[src/rtl/depth_merge_unit.sv]
// depth_merge_unit
//   Depth-test merge stage between UNITS rasterizer channels and port B of the
//   display buffer. Fragments are granted round-robin. The granted fragment's
//   address goes to the buffer the same cycle. The stored {depth,color} comes
//   back one cycle later and is compared. A closer fragment is written back.
//   A clear request sweeps the whole frame with {all-ones depth, CLEAR_COLOR}.
//
// Ports
//   clock, reset         clock and asynchronous active-low reset
//   input_valid/x/y/...  per-unit fragment channels, unit i in slice i
//   written              one-hot accept pulse (combinational, grant cycle)
//   clear_start          request full-buffer clear
//   clear_busy           high during the clear sweep
//   address_x/address_y  buffer port-B address
//   buffer_read_data     stored {depth,color}, valid the cycle after the address
//   write_enable         buffer write strobe
//   buffer_write_data    {depth,color} to write
//   all_complete         idle with no pending fragment and no clear request
//
// Optional build macro DEPTH_MERGE_STATS_EN adds two ports, pass_count and
// reject_count. They are saturating 32-bit event counters.
module depth_merge_unit #(
  parameter int UNITS   = 4,
  parameter int DEPTH_W = 8,
  parameter int COLOR_W = 24,
  parameter int X_RES   = 640,
  parameter int Y_RES   = 480,
  parameter logic [COLOR_W-1:0] CLEAR_COLOR = '0
) (
  input  logic                         clock,
  input  logic                         reset,
  input  logic [UNITS-1:0]             input_valid,
  input  logic [UNITS*10-1:0]          input_x,
  input  logic [UNITS*10-1:0]          input_y,
  input  logic [UNITS*DEPTH_W-1:0]     input_depth,
  input  logic [UNITS*COLOR_W-1:0]     input_color,
  output logic [UNITS-1:0]             written,
  input  logic                         clear_start,
  output logic                         clear_busy,
  output logic [9:0]                   address_x,
  output logic [9:0]                   address_y,
  input  logic [DEPTH_W+COLOR_W-1:0]   buffer_read_data,
  output logic                         write_enable,
  output logic [DEPTH_W+COLOR_W-1:0]   buffer_write_data,
  output logic                         all_complete
`ifdef DEPTH_MERGE_STATS_EN
  ,
  output logic [31:0]                  pass_count,
  output logic [31:0]                  reject_count
`endif
);

  localparam int WORD_W = DEPTH_W + COLOR_W;
  localparam int RR_W   = (UNITS > 1) ? $clog2(UNITS) : 1;
  localparam logic [10:0] X_LIM  = 11'(X_RES);
  localparam logic [10:0] Y_LIM  = 11'(Y_RES);
  localparam logic [9:0]  X_LAST = 10'(X_RES - 1);
  localparam logic [9:0]  Y_LAST = 10'(Y_RES - 1);
  localparam logic [WORD_W-1:0] CLEAR_WORD = {{DEPTH_W{1'b1}}, CLEAR_COLOR};

  typedef enum logic [1:0] {ST_IDLE, ST_COMPARE, ST_CLEAR} state_t;

  state_t               state_q, state_d;
  logic [RR_W-1:0]      rr_q, rr_d;
  logic [9:0]           frag_x_q, frag_x_d;
  logic [9:0]           frag_y_q, frag_y_d;
  logic [DEPTH_W-1:0]   frag_depth_q, frag_depth_d;
  logic [COLOR_W-1:0]   frag_color_q, frag_color_d;
  logic [9:0]           cx_q, cx_d;
  logic [9:0]           cy_q, cy_d;

  logic                 gnt_found;
  logic [RR_W-1:0]      gnt_idx;
  logic [9:0]           gnt_x, gnt_y;
  logic [DEPTH_W-1:0]   gnt_depth;
  logic [COLOR_W-1:0]   gnt_color;
  logic                 gnt_in_range;
  logic                 arb_cycle;
  logic                 depth_pass, depth_reject, range_drop;
  logic [DEPTH_W-1:0]   stored_depth;
  logic                 unused_rd_color;

  assign stored_depth    = buffer_read_data[WORD_W-1 -: DEPTH_W];
  assign unused_rd_color = ^buffer_read_data[COLOR_W-1:0];

  // Round-robin search: the first valid unit at or after rr, wrapping.
  function automatic logic [RR_W:0] find_grant(input logic [UNITS-1:0] v,
                                               input logic [RR_W-1:0] rr);
    logic [RR_W:0] res;
    int            idx;
    res = '0;
    // Walk offsets from high to low so that the smallest offset wins.
    for (int i = UNITS - 1; i >= 0; i--) begin
      idx = int'(rr) + i;
      if (idx >= UNITS) idx = idx - UNITS;
      if (v[idx]) res = {1'b1, RR_W'(idx)};
    end
    return res;
  endfunction

  function automatic logic [RR_W-1:0] next_rr(input logic [RR_W-1:0] g);
    if (int'(g) == UNITS - 1) return '0;
    return g + 1'b1;
  endfunction

  always_comb begin
    {gnt_found, gnt_idx} = find_grant(input_valid, rr_q);
    gnt_x     = '0;
    gnt_y     = '0;
    gnt_depth = '0;
    gnt_color = '0;
    for (int u = 0; u < UNITS; u++) begin
      if (int'(gnt_idx) == u) begin
        gnt_x     = input_x[10*u +: 10];
        gnt_y     = input_y[10*u +: 10];
        gnt_depth = input_depth[DEPTH_W*u +: DEPTH_W];
        gnt_color = input_color[COLOR_W*u +: COLOR_W];
      end
    end
    gnt_in_range = ({1'b0, gnt_x} < X_LIM) && ({1'b0, gnt_y} < Y_LIM);
  end

  always_comb begin
    state_d           = state_q;
    rr_d              = rr_q;
    frag_x_d          = frag_x_q;
    frag_y_d          = frag_y_q;
    frag_depth_d      = frag_depth_q;
    frag_color_d      = frag_color_q;
    cx_d              = cx_q;
    cy_d              = cy_q;
    written           = '0;
    address_x         = '0;
    address_y         = '0;
    write_enable      = 1'b0;
    buffer_write_data = '0;
    clear_busy        = 1'b0;
    arb_cycle         = 1'b0;
    depth_pass        = 1'b0;
    depth_reject      = 1'b0;
    range_drop        = 1'b0;

    case (state_q)
      ST_IDLE: arb_cycle = 1'b1;
      ST_COMPARE: begin
        if (frag_depth_q < stored_depth) begin
          // The write occupies the port, so no grant is made this cycle.
          depth_pass        = 1'b1;
          write_enable      = 1'b1;
          address_x         = frag_x_q;
          address_y         = frag_y_q;
          buffer_write_data = {frag_depth_q, frag_color_q};
          state_d           = ST_IDLE;
        end else begin
          // The port is free, so this cycle arbitrates as if idle.
          depth_reject = 1'b1;
          arb_cycle    = 1'b1;
        end
      end
      ST_CLEAR: begin
        clear_busy        = 1'b1;
        write_enable      = 1'b1;
        address_x         = cx_q;
        address_y         = cy_q;
        buffer_write_data = CLEAR_WORD;
        if (cx_q == X_LAST) begin
          cx_d = '0;
          if (cy_q == Y_LAST) begin
            cy_d    = '0;
            state_d = ST_IDLE;
          end else begin
            cy_d = cy_q + 10'd1;
          end
        end else begin
          cx_d = cx_q + 10'd1;
        end
      end
      default: state_d = ST_IDLE;
    endcase

    if (arb_cycle) begin
      if (clear_start) begin
        state_d = ST_CLEAR;
      end else if (gnt_found) begin
        written      = UNITS'(1) << gnt_idx;
        address_x    = gnt_x;
        address_y    = gnt_y;
        rr_d         = next_rr(gnt_idx);
        frag_x_d     = gnt_x;
        frag_y_d     = gnt_y;
        frag_depth_d = gnt_depth;
        frag_color_d = gnt_color;
        if (gnt_in_range) begin
          state_d = ST_COMPARE;
        end else begin
          range_drop = 1'b1;
          state_d    = ST_IDLE;
        end
      end else begin
        state_d = ST_IDLE;
      end
    end
  end

  assign all_complete = (state_q == ST_IDLE) && (input_valid == '0) && !clear_start;

  always_ff @(posedge clock or negedge reset) begin
    if (!reset) begin
      state_q      <= ST_IDLE;
      rr_q         <= '0;
      frag_x_q     <= '0;
      frag_y_q     <= '0;
      frag_depth_q <= '0;
      frag_color_q <= '0;
      cx_q         <= '0;
      cy_q         <= '0;
    end else begin
      state_q      <= state_d;
      rr_q         <= rr_d;
      frag_x_q     <= frag_x_d;
      frag_y_q     <= frag_y_d;
      frag_depth_q <= frag_depth_d;
      frag_color_q <= frag_color_d;
      cx_q         <= cx_d;
      cy_q         <= cy_d;
    end
  end

`ifdef DEPTH_MERGE_STATS_EN
  logic [31:0] pass_cnt_q, pass_cnt_d;
  logic [31:0] rej_cnt_q, rej_cnt_d;
  logic        clear_first;

  function automatic logic [31:0] sat_add(input logic [31:0] a, input logic [1:0] inc);
    logic [32:0] s;
    s = {1'b0, a} + 33'(inc);
    return s[32] ? '1 : s[31:0];
  endfunction

  // A cycle can carry both a depth reject and an out-of-range drop.
  assign clear_first = (state_q == ST_CLEAR) && (cx_q == '0) && (cy_q == '0);

  always_comb begin
    pass_cnt_d = sat_add(pass_cnt_q, {1'b0, depth_pass});
    rej_cnt_d  = sat_add(rej_cnt_q, {1'b0, depth_reject} + {1'b0, range_drop});
    if (clear_first) begin
      pass_cnt_d = '0;
      rej_cnt_d  = '0;
    end
  end

  always_ff @(posedge clock or negedge reset) begin
    if (!reset) begin
      pass_cnt_q <= '0;
      rej_cnt_q  <= '0;
    end else begin
      pass_cnt_q <= pass_cnt_d;
      rej_cnt_q  <= rej_cnt_d;
    end
  end

  assign pass_count   = pass_cnt_q;
  assign reject_count = rej_cnt_q;
`endif

endmodule
[config.mk]
export PLATFORM = sky130hd
export DESIGN_NAME = depth_merge_unit
export DESIGN_NICKNAME = d
export VERILOG_FILES = /design/src/rtl/depth_merge_unit.sv
export SDC_FILE = /design/constraint.sdc
export NUM_CORES = 1
export LEC_CHECK = 0
export CAP_MARGIN = 20
export CORE_MARGIN = 3
export CORE_UTILIZATION = 25
export CTS_CLUSTER_DIAMETER = 150
export DETAILED_ROUTE_END_ITERATION = 6
export PLACE_DENSITY = 0.56
export SETUP_SLACK_MARGIN = 0.1
export SKIP_CTS_REPAIR_TIMING = 1
export SLEW_MARGIN = 20
export SYNTH_ARGS = -nofsm -noshare
export SYNTH_HDL_FRONTEND = slang
export SYNTH_SLANG_ARGS = --single-unit
export TNS_END_PERCENT = 10
[constraint.sdc]
create_clock -name clock -period 3.67 [get_ports clock]
set_clock_uncertainty 0.15 [all_clocks]
set_input_delay 0.367 -clock clock [delete_from_list [all_inputs] [get_ports clock]]
set_output_delay 0.367 -clock clock [all_outputs]
set_load 0.005 [all_outputs]
==> results of run 1 <==
[per-stage QoR]
| step | TNS (ns) | instances |
|---|---|---|
| after floorplan | 0 | 750 |
| after global placement | -3.68 | 1362 |
| after detailed placement | -4.49 | 1362 |
| after CTS | -5.29 | 1377 |
| after global routing | -5.04 | 1386 |
| final | -0.467 | 1386 |
[worst min path at each step]
stage | startpoint | endpoint | slack, ns | cells past startpoint
5_1_grt | reset | cx_q[5] | 0.04 | 1
3_3_place_gp | frag_color_q[23] | frag_color_q[23] | 0.31 | 1
6_report | reset | cx_q[5] | -0.03 | 1
3_5_place_dp | frag_color_q[23] | frag_color_q[23] | 0.32 | 1
2_1_floorplan | reset | cx_q[0] | -0.08 | 0
4_1_cts | reset | cx_q[5] | 0.03 | 1
[metal layers]
layer  GRT usage [%]  vias up
li1                -     3306
met1            22.7     3144
met2            31.7      192
met3            4.98       37
met4            5.25       10
met5               0        -
[layout by cell type, fill, tap and decap left out, types with 3 or more instances in the layout]
cell type,netlist,final
inv_1,19,17
a21oi_2,0,4
ha_4,0,3
mux2_2,7,7
a2111oi_2,4,5
a211o_1,3,3
nand2b_1,5,5
xnor2_1,8,8
a21oi_1,124,120
buf_4,0,82
a22oi_1,22,22
a31oi_1,6,5
and2_1,26,26
a2111oi_4,0,3
dlymetal6s2s_1,0,18
nor2_1,40,36
clkdlybuf4s50_1,0,262
and3_1,14,14
buf_6,3,5
nand4_1,7,7
dfrtp_1,76,75
a21o_1,9,8
clkbuf_16,0,9
a2111oi_1,0,3
o22ai_1,6,6
o21ai_1,0,5
nor2_2,1,4
and3b_1,3,3
nand2_1,100,100
mux2_4,20,20
buf_12,0,4
nand3b_1,46,46
o21ai_0,63,58
nand3_1,13,13
ha_1,16,12
mux2_1,8,8
[cells in the mapped netlist (all sizes together) (9+ instances only)]
library cell and count:
a2111oi 12, and3 14, ha 16, a21o 9
nand3 13, and2 26, dfrtp 76, a21oi 125
nand3b 46, nor2 42, o21ai 63, buf 12
nand2 100, clkbuf 53, mux2 35, inv 19
a22oi 22
[cell families after synthesis]
group                    synth area share [%]
AO/OA/AOI/OAI                            26.2
XOR/XNOR                                 1.47
flip-flops                               31.9
AND/OR/NAND/NOR                          23.2
adder cells (fa/ha/maj)                  3.36
buffers and inverters                    5.85
multiplexers                             8.04
[where the power goes]
group	internal (uW)	switching [uW]	leakage (uW)	total (uW)
combinational	2010	1900	0.00325	3910
sequential	1160	203	0.000961	1360
clock	455	359	0.000129	814
total	3630	2460	0.00434	6090
[critical path, cell delays in order]
cell	delay, ns
clkdlybuf4s50_1	0.47
inv_1	0.05
ha_1	0.30
a211o_1	0.30
a31oi_4	0.19
o311ai_4	0.14
buf_6	0.16
a21o_4	0.24
buf_4	0.17
a222oi_1	0.33
a21oi_1	0.08
clkdlybuf4s50_1	0.48
[registers in the layout (all words and copies together), names as in the netlist]
name,cells
cx_q,10
cy_q,10
frag_color_q,24
frag_depth_q,8
frag_x_q,10
frag_y_q,10
rr_q,2
state_q,2
[cell type report]
class | instances | area (um^2) | area share, %
well taps | 313 | 392 | 3.88
diodes | 2 | 5.00 | 0.0495
clock buffers | 11 | 233 | 2.30
inverters | 19 | 71.3 | 0.706
repair buffers | 371 | 3600 | 35.6
flip-flops and latches | 76 | 1900 | 18.8
multi-input cells | 590 | 3870 | 38.3
clock inverters | 4 | 27.5 | 0.272
==> results.json, run 1 <==
{
  "avgSynthCellArea_um2": 7.95,
  "relSlewSlack_pct": 43.3,
  "cts.path.max_buffers": 2,
  "syn-num-nets": 1013,
  "path_class": "input pin to primary output",
  "grt_pass1_vias": 6707,
  "tritoncts": "yes",
  "yosysTopAreaCell": "dfrtp_1",
  "finalPower_uw": 6090,
  "ys_warn_count": 0,
  "ys_seq_area_share_pct": 31.9,
  "fin_util_pct": 43.8,
  "vdd_drop_max_v": 0.000309,
  "core_area_um2": 23100,
  "cp_max_fo": 8,
  "drc": 0,
  "dieWidth_um": 160,
  "io_pins": 306,
  "drive_above_1_share_pct": 15.3,
  "fillers": 2364,
  "fin_area_um2": 10100,
  "wl_met2_um": 12100,
  "post_drt_wl_per_cell_um": 18.0,
  "synth_top_area_share_pct": 31.9,
  "crit_path_end": "address_x[9]",
  "grt_overflow": 0,
  "syn2layout_area_growth_pct": 69.4,
  "maxSlewViolCount": 0,
  "hp-class": "input pin to asynchronous set/reset pin",
  "finalSetupViolCount": 17,
  "ys_types": 53,
  "routed_wl_um": 24900,
  "wl_met3_um": 1540,
  "vias": 6689,
  "clock_latency_ns": 0.34,
  "antenna_found_initial": 7,
  "cts_buffers": 9,
  "status": "finished, violations left",
  "tightestPinTransition_ns": 0.850,
  "ant_nets": 0,
  "ys_seq_elements": 76,
  "synth_edf_count": 0,
  "synth_area_um2": 5960,
  "grt_usage_pct": 18.5,
  "initial_utilization_pct": 25.9,
  "final_nets": 1330,
  "dr.max_layer_used": "met5",
  "dr.pass1.iters": 5,
  "via_per_inst": 4.83,
  "reg2reg_setup_slack_ns": 0.57,
  "reg2regPathDepth": 9,
  "place_area_um2": 9590,
  "fin_crit_ns": 3.77,
  "cts.clk_slew.worst_paths_ns": 0.06,
  "grt_max_degree": 65,
  "maxCapViolCount": 0,
  "end_kind": "primary output",
  "p_leak_uw": 0.00434,
  "crit_arrival_ns": 3.25,
  "syn_inst": 750,
  "io_buffers": 281,
  "drt_iter0_drc": 328,
  "r2r_end": "frag_color_q[1]",
  "p_per_area_nw_per_um2": 603,
  "cp-start-kind": "input pin",
  "grt_pass1_wl_um": 37400,
  "cts_root_buffer": "clkbuf_16",
  "htree_levels": 3,
  "synthArstFlopShare_pct": 100,
  "ys.flop_type": "dfrtp_1",
  "die-area_um2": 25700,
  "wl_met1_um": 10800,
  "hold_viol_final": 14,
  "num_rows": 55,
  "die_h_um": 160,
  "fin_crit_sh_pct": 103,
  "max_freq_ghz": 0.265,
  "r2r-start": "frag_depth_q[7]",
  "cts.sinks": 76,
  "critPathRequiredTime_ns": 3.15,
  "cp-startpoint": "buffer_read_data[26]",
  "post-place-ws_ns": -0.334,
  "synthTopCellsByArea": "dfrtp_1 32%, a21oi_1 10%, nand2_1 6.3%, nand3b_1 5.8%, o21ai_0 5.3%",
  "violations": "negative hold slack, negative setup slack",
  "dpl.hpwl_um": 19300,
  "whs_ns": -0.0288,
  "grt_setup_unrepaired": "yes",
  "worst_slack_ns": -0.0997,
  "gp_congestion": 0.864
}
(Power assumes the default switching activity.)
==> run 2, diff against run 1 <==
--- a/config.mk
+++ b/config.mk
@@ -6,11 +6,13 @@
 export NUM_CORES = 1
 export LEC_CHECK = 0
 export CAP_MARGIN = 20
+export CELL_PAD_IN_SITES_DETAIL_PLACEMENT = 2
+export CELL_PAD_IN_SITES_GLOBAL_PLACEMENT = 2
 export CORE_MARGIN = 3
-export CORE_UTILIZATION = 25
+export CORE_UTILIZATION = 22
 export CTS_CLUSTER_DIAMETER = 150
 export DETAILED_ROUTE_END_ITERATION = 6
-export PLACE_DENSITY = 0.56
+export PLACE_DENSITY = 0.84
 export SETUP_SLACK_MARGIN = 0.1
 export SKIP_CTS_REPAIR_TIMING = 1
 export SLEW_MARGIN = 20
==> run 2 against run 1 <==
The flow finishes with violations (negative setup slack). Register-to-register slack worse by 0.21 ns. Fmax is 0.91% higher. Sequential share of layout area is 0.14 points lower. Worst hold slack better by 0.36 ns. Critical endpoint is now address_y[4].
==> results.json, run 2 (synthesis results as in run 1) <==
{
  "vdd_drop_max_v": 0.000283,
  "critPathMaxStageDelay_ns": 0.53,
  "io_pins": 306,
  "cts.path.max_buffers": 2,
  "finalPower_uw": 6250,
  "p_per_area_nw_per_um2": 614,
  "cp_slowest_cell": "clkdlybuf4s50_1",
  "drc": 0,
  "clock_latency_ns": 0.34,
  "relSlewSlack_pct": 56.0,
  "cts.sinks": 76,
  "maxSlewViolCount": 0,
  "max_freq_ghz": 0.268,
  "largest_reg_flops": 24,
  "die-area_um2": 29100,
  "dp.cells": 1372,
  "antenna_found_initial": 6,
  "swShare_pct": 43.1,
  "tritoncts": "yes",
  "p_int_uw": 3550,
  "grt_overflow": 0,
  "hp-start": "frag_color_q[23]",
  "reg2regPathDepth": 8,
  "violations": "negative setup slack",
  "r2r_end": "rr_q[1]",
  "top_register": "frag_color_q",
  "core_area_um2": 26400,
  "p_comb_share_pct": 64.1,
  "crit_arrival_ns": 3.22,
  "grt_max_degree": 65,
  "worst_slack_ns": -0.0658,
  "drive_above_1_share_pct": 15.4,
  "cts_buffers": 9,
  "tightestPinTransition_ns": 0.659,
  "final_common_cell": "clkdlybuf4s50_1",
  "syn2layout_area_growth_pct": 70.6,
  "reg2reg_setup_slack_ns": 0.36,
  "drt_iter0_drc": 350,
  "holdPathEnd": "frag_color_q[23]",
  "io_buffers": 281,
  "dpl.hpwl_um": 23700,
  "htree_levels": 3,
  "fin_util_pct": 38.6,
  "path_class": "input pin to primary output",
  "via_per_inst": 5.08,
  "whs_ns": 0.331,
  "final_cells": 1397,
  "holdPathStages": 1,
  "vias": 7099,
  "cpMostUsedCell": "clkdlybuf4s50_1",
  "cp_max_fo": 19,
  "fin_crit_sh_pct": 102,
  "ant_nets": 0,
  "hp-class": "register to register",
  "num_rows": 59,
  "grt_pass1_vias": 7794,
  "dr.pass1.iters": 5,
  "r2r-start": "frag_depth_q[7]",
  "critPathRequiredTime_ns": 3.15,
  "crit_family": "buffers and inverters",
  "switchingPower_uw": 2690,
  "p_leak_uw": 0.00473,
  "final_nets": 1317,
  "finalSetupViolCount": 7,
  "die_h_um": 171,
  "grt_pass1_wl_um": 46000,
  "end_kind": "primary output",
  "seq_power_share_pct": 22.3,
  "fin_crit_ns": 3.74,
  "cts_root_buffer": "clkbuf_16",
  "grt_usage_pct": 20.5,
  "cp-start-kind": "input pin",
  "tns_ns": -0.236,
  "cp_cell_sequence": "clkdlybuf4s50_1 -> inv_1 -> ha_1 -> a211o_1 -> o211ai_1 -> o311ai_4 -> a21oi_4 -> buf_12 -> a2111oi_2 -> buf_4 -> a21oi_1 -> clkdlybuf4s50_1",
  "status": "finished, violations left",
  "clockPowerShare_pct": 13.6,
  "hold_viol_final": 0,
  "gp_congestion": 0.829,
  "crit_buf_inv": 5,
  "grt_setup_unrepaired": "yes",
  "post_drt_wl_per_cell_um": 22.4,
  "maxCapViolCount": 0,
  "routed_wl_um": 31300,
  "cts.clk_slew.worst_paths_ns": 0.06,
  "dieWidth_um": 171,
  "initial_utilization_pct": 22.6,
  "layout_common_cells": "238 x clkdlybuf4s50_1, 115 x a21oi_1, 100 x nand2_1"
}
run 2: power by group through the flow:
stage | sequential (uW) | clock (uW) | combinational, uW
finish | 1390 | 850 | 4000
global route | 1440 | 923 | 4390
CTS | 1380 | 887 | 3860
detailed placement | 1390 | 0 | 3840
global placement | 1360 | 0 | 3680
floorplan | 1310 | 0 | 2060
run 2: final cells by class:
type / instances / area, um^2
clock inverter: 5 / 37.5
tap: 335 / 419
multi-input combinational: 590 / 3900
timing repair buffer: 358 / 3600
clock buffer: 11 / 233
fill: 2956 / 16200
inverter: 19 / 71.3
sequential: 76 / 1900
antenna: 3 / 7.51
run 2: routing by layer:
layer  routed length [um]  track usage [%]  vias to the layer above
met2                15600             35.6                      213
met4                  769             6.60                        6
met5                   31                0                        -
li1                     -                -                     3292
met3                 1730             3.84                       43
met1                13200             25.7                     3545
run 2: through the flow:
stage	cell area, um^2	setup WS, ns
2_1_floorplan	5960	0.852
3_3_place_gp	9580	-0.338
3_5_place_dp	9580	-0.501
4_1_cts	9850	-0.515
5_1_grt	10200	-0.306
6_report	10200	-0.0658
run 2: worst max-delay path by stage:
stage,depth (start not counted),from,slack (ns),to
after floorplan,9,rr_q[1],0.85,address_x[2]
after global placement,15,input_valid[0],-0.34,address_x[2]
after detailed placement,15,input_valid[0],-0.50,address_x[2]
after CTS,15,input_valid[0],-0.52,address_x[2]
after global routing,14,rr_q[1],-0.31,address_y[4]
final,12,buffer_read_data[29],-0.07,address_y[4]
==> run 3, diff against run 2 <==
--- a/config.mk
+++ b/config.mk
@@ -19,4 +19,3 @@
 export SYNTH_ARGS = -nofsm -noshare
 export SYNTH_HDL_FRONTEND = slang
 export SYNTH_SLANG_ARGS = --single-unit
-export TNS_END_PERCENT = 10
==> run 3 against run 2 <==
Combinational power grew 9.2%. Routed wire length grew 6.5%. Critical path depth is the same. Sequential share of layout area shrank 0.67 points. Sequential power is essentially flat. Worst hold slack gained 0.020 ns. First-iteration DRC count grew 2.9%. The flow still finishes with violations (negative setup slack). Cell count grew 1.5%. Largest cell class unchanged. Setup slack lost 0.0037 ns.
==> results.json, run 3 (synthesis results as in run 1) <==
{
  "status": "finished, violations left",
  "violations": "negative setup slack",
  "relSlewSlack_pct": 55.7,
  "critPathRequiredTime_ns": 3.15,
  "drive_above_1_share_pct": 18.8,
  "gp_congestion": 0.829,
  "grtUsageMet3_pct": 3.84,
  "clock_latency_ns": 0.35,
  "path_class": "input pin to primary output",
  "dieWidth_um": 171,
  "tritoncts": "yes",
  "fin_crit_sh_pct": 102,
  "vdd_drop_max_v": 0.000291,
  "end_kind": "primary output",
  "vias": 7292,
  "worst_slack_ns": -0.0695,
  "largest_reg_flops": 24,
  "p_leak_uw": 0.00494,
  "routed_wl_um": 33300,
  "initial_utilization_pct": 22.6,
  "ant_nets": 0,
  "dpl.hpwl_um": 23700,
  "post-place-ws_ns": -0.501,
  "grt_usage_pct": 20.5,
  "maxSlewViolCount": 0,
  "cts.clk_slew.worst_paths_ns": 0.06,
  "crit_path_end": "address_x[0]",
  "cts.path.max_buffers": 2,
  "layout_common_cells": "231 x clkdlybuf4s50_1, 110 x a21oi_1, 99 x nand2_1",
  "dr.pass1.iters": 5,
  "antenna_found_initial": 7,
  "grt_pass1_wl_um": 46000,
  "hp-start": "frag_color_q[23]",
  "max_freq_ghz": 0.267,
  "tightestPinTransition_ns": 0.664,
  "cts_root_buffer": "clkbuf_16",
  "cts.sinks": 76,
  "fin_crit_ns": 3.74,
  "die_h_um": 171,
  "grt_max_degree": 65,
  "hold_viol_final": 0,
  "drt_iter0_drc": 360,
  "fin_area_um2": 10600,
  "finalSetupViolCount": 3,
  "grt_pass1_vias": 7794,
  "drc": 0,
  "place_area_um2": 9580,
  "crit_arrival_ns": 3.22,
  "grt_setup_unrepaired": "yes",
  "cp_slowest_cell": "clkdlybuf4s50_1",
  "num_rows": 59,
  "cts_buffers": 9,
  "whs_ns": 0.351,
  "grt_busiest_layer": "met2",
  "via_per_inst": 5.14,
  "top_register": "frag_color_q",
  "io_pins": 306,
  "io_buffers": 281,
  "p_per_area_nw_per_um2": 627,
  "reg2regPathDepth": 9,
  "use_met2_pct": 35.6,
  "grt_util_met1_pct": 25.7,
  "syn2layout_area_growth_pct": 77.0,
  "critPathMaxStageDelay_ns": 0.52,
  "cp-startpoint": "buffer_read_data[26]",
  "tns_ns": -0.162,
  "r2r_end": "frag_color_q[0]",
  "cp_max_fo": 14,
  "die-area_um2": 29100,
  "final_common_cell": "clkdlybuf4s50_1",
  "cp_cell_sequence": "clkdlybuf4s50_1 -> inv_1 -> ha_1 -> a211o_1 -> a31oi_4 -> o311ai_4 -> nor2_4 -> buf_12 -> buf_4 -> a22oi_1 -> a21oi_1 -> clkdlybuf4s50_1",
  "cp-start-kind": "input pin",
  "core_area_um2": 26400,
  "cpMostUsedCell": "clkdlybuf4s50_1",
  "maxCapViolCount": 0,
  "reg2reg_setup_slack_ns": 0.39,
  "final_nets": 1338,
  "htree_levels": 3,
  "hp-class": "register to register",
  "grt_overflow": 0,
  "post_drt_wl_per_cell_um": 23.5,
  "r2r-start": "frag_depth_q[2]"
}
==> run 3: changes by cell type in the layout (fill, tap and decap cells not counted), moves of 3 or more <==
cell / delta
a2111oi_2: -5
a2111oi_4: +6
a21oi_1: -5
a21oi_2: +5
buf_4: +15
clkbuf_2: +3
clkdlybuf4s50_1: -7
dlymetal6s2s_1: +4
ha_4: +3
nor2_1: -3
==> run 3: worst min-delay path by stage <==
stage,end,slack [ns],depth (start not counted)
finish,frag_color_q[23],0.35,1
global route,frag_color_q[7],0.37,1
CTS,frag_x_q[6],-0.17,1
detailed placement,frag_x_q[6],0.20,1
global placement,frag_x_q[6],0.20,1
floorplan,cx_q[0],-0.08,0
==> run 3: power breakdown <==
| part | leakage, uW | switching (uW) | total (uW) | internal, uW |
|---|---|---|---|---|
| sequential | 0.000961 | 239 | 1400 | 1160 |
| clock | 0.000126 | 394 | 856 | 462 |
| combinational | 0.00385 | 2250 | 4370 | 2120 |
| total | 0.00494 | 2880 | 6620 | 3740 |
==> run 3: area by class of cell <==
| type | instances | area [um^2] |
|---|---|---|
| diodes | 3 | 7.51 |
| clock buffers | 11 | 233 |
| clock inverters | 5 | 37.5 |
| fillers | 2908 | 15800 |
| inverters | 19 | 71.3 |
| multi-input cells | 590 | 4070 |
| flip-flops and latches | 76 | 1900 |
| well taps | 335 | 419 |
| repair buffers | 379 | 3810 |
==> run 3: critical path: cells and delay by family <==
family	cells	cell delay (ns)
simple gates	1	0.20
buf+inv	5	1.38
fa+ha+maj	1	0.33
compound gates	5	0.93
==> run 3: metal layers <==
| layer | vias up | routed length [um] | part of all wire, % |
|---|---|---|---|
| met5 | - | 31 | 0.093 |
| met1 | 3668 | 13800 | 41 |
| li1 | 3332 | - | - |
| met2 | 238 | 16900 | 51 |
| met4 | 6 | 745 | 2.2 |
| met3 | 48 | 1840 | 5.5 |
==> run 3: stage by stage <==
step	total power, uW	cells	util, %
floorplan	3370	750	-
global placement	5040	1372	36.4
detailed placement	5230	1372	36.4
CTS	6130	1388	37.4
global route	7110	1418	40.1
finish	6620	1418	40.1
==> variant (flow settings as in run 1) <==
Add a define of `DEPTH_MERGE_STATS_EN`.
--- a/src/rtl/depth_merge_unit.sv
+++ b/src/rtl/depth_merge_unit.sv
@@ -21,2 +21,4 @@
 // reject_count. They are saturating 32-bit event counters.
+`define DEPTH_MERGE_STATS_EN
+
 module depth_merge_unit #(
Function (old outputs only; new: pass_count and reject_count): kept (equiv_simple and equiv_induct, registers matched by name and starting in step).
==> variant against run 1 <==
The run ends with setup timing left. Sequential cell count increased by 64. Total power rose by 47%. Design area up 48%. Wire length up 56%. Setup slack worse by 0.42 ns. Synthesized area rose by 52%. Combinational power up 27%. Largest cell class unchanged.
==> variant: results <==
[clock_tree]
insertion_delay_ns = 0.43
path_clk_slew_ns = 0.08
numCtsBuffers = 17

[global_routing]
track_usage_pct = 18.8
antenna_found_initial = 3
grt_max_degree = 84
grtUsageMet2_pct = 33.9
grt_pass1_wl_mm = 56.6
grt_util_met1_pct = 22.1

[synth]
synth_top_cells_by_area = dfrtp_1 39%, a221oi_1 4.5%, mux2_2 4.5%
synth_commonest_cells = 140 x dfrtp_1, 75 x nor2_1, 74 x nand2_1
synth_fa_ha_area_share_pct = 3.12
syn_inst = 1021
ys_types = 64
yosysSeqAreaShare_pct = 38.7
synth_xor_xnor_area_share_pct = 5.13
synth_mux_area_share_pct = 5.80
synth_compound_area_share_pct = 22.9
syn_nets = 1290

[routing]
wl_met1_mm = 15.6
routed_wl_mm = 39.0
drt_iter0_drc = 625
route.met3.wl_mm = 2.28
via_count = 9801

[sta]
worst_hold_slack_ns = 0.351
fin_tns_setup_ns = -15.15
setup_ws_ns = -0.522
finalSetupViolCount = 36
tightest_slew_ns = 0.678

[layout]
area_delta_synth_final_pct = 64.6
final_cells = 1885
n_fill_cell = 3557
final_nets = 1678
layout-drive-gt1-share_pct = 19.0

[placement]
gp_congestion = 0.877
port_buffers = 345
place_inst = 1834
hpwl_mm = 28.9

[pwr]
sw_frac_of_total_pct = 41.0
combPwrFrac_pct = 55.6
leakagePower_uw = 0.00647
p_seq_uw = 2180
vdd_drop_max_v = 0.000326

[status]
failed_checks = setup timing
status = complete, but fails checks

[min_path]
hold_class = reg -> reg

[setup_path]
path_max_fanout = 7
slowest_stage = dfrtp_2
==> variant: cell count changes after synthesis, moves of 25 or more <==
cell | before | now
nor2_1 | 40 | 75
and3_1 | 14 | 48
xor2_1 | 2 | 28
mux2_2 | 7 | 36
a21oi_1 | 124 | 73
nand3b_1 | 46 | 1
dfrtp_1 | 76 | 140
o31ai_1 | 2 | 35
nor3_1 | 1 | 26
nand2_1 | 100 | 74
a221oi_1 | 0 | 47
==> variant: worst register-to-register path, delay by kind of cell (launching register included) <==
kind	cells	cell delay, ns
AOI/OAI and AO/OA	8	1.41
adders and majority gates	3	0.54
and+or+nand+nor	5	1.05
buffers and inverters	3	0.46
DFF	1	0.47
==> variant: cell families after synthesis <==
logic type / Yosys count
simple gates: 330
mux: 48
fa+ha+maj: 22
flops: 140
xor+xnor: 53
buf+inv: 120
compound gates: 308
==> variant: through the flow <==
step                      setup WS [ns]  cell area (µm²)  total power [µW]
after global placement           -0.954            13500              6600
final                            -0.522            14900              8940
after detailed placement         -0.972            13500              6630
after floorplan                  -0.634             9120              4550
after CTS                         -1.04            14100              8450
after global routing             -0.657            14900              9520
==> variant: area by class of cell <==
class | instances | share of cell area [%]
Inverter | 33 | 0.831
Clock buffer | 17 | 2.85
Multi-Input combinational cell | 761 | 36.8
Timing Repair Buffer | 456 | 30.8
Antenna cell | 2 | 0.0336
Tap cell | 461 | 3.87
Clock inverter | 15 | 1.32
Sequential cell | 140 | 23.5
==> variant: worst paths after layout <==
path | endpoint | cells past startpoint | start
worst min register to register | frag_color_q[14] | 1 | frag_color_q[14]
min in group asynchronous | frag_x_q[0] | 2 | reset
max in group asynchronous | reject_count[31] | 3 | reset
worst min-delay path | frag_color_q[14] | 1 | frag_color_q[14]
worst max register to register | reject_count[22] | 19 | rr_q[1]
worst max-delay path | reject_count[22] | 19 | rr_q[1]
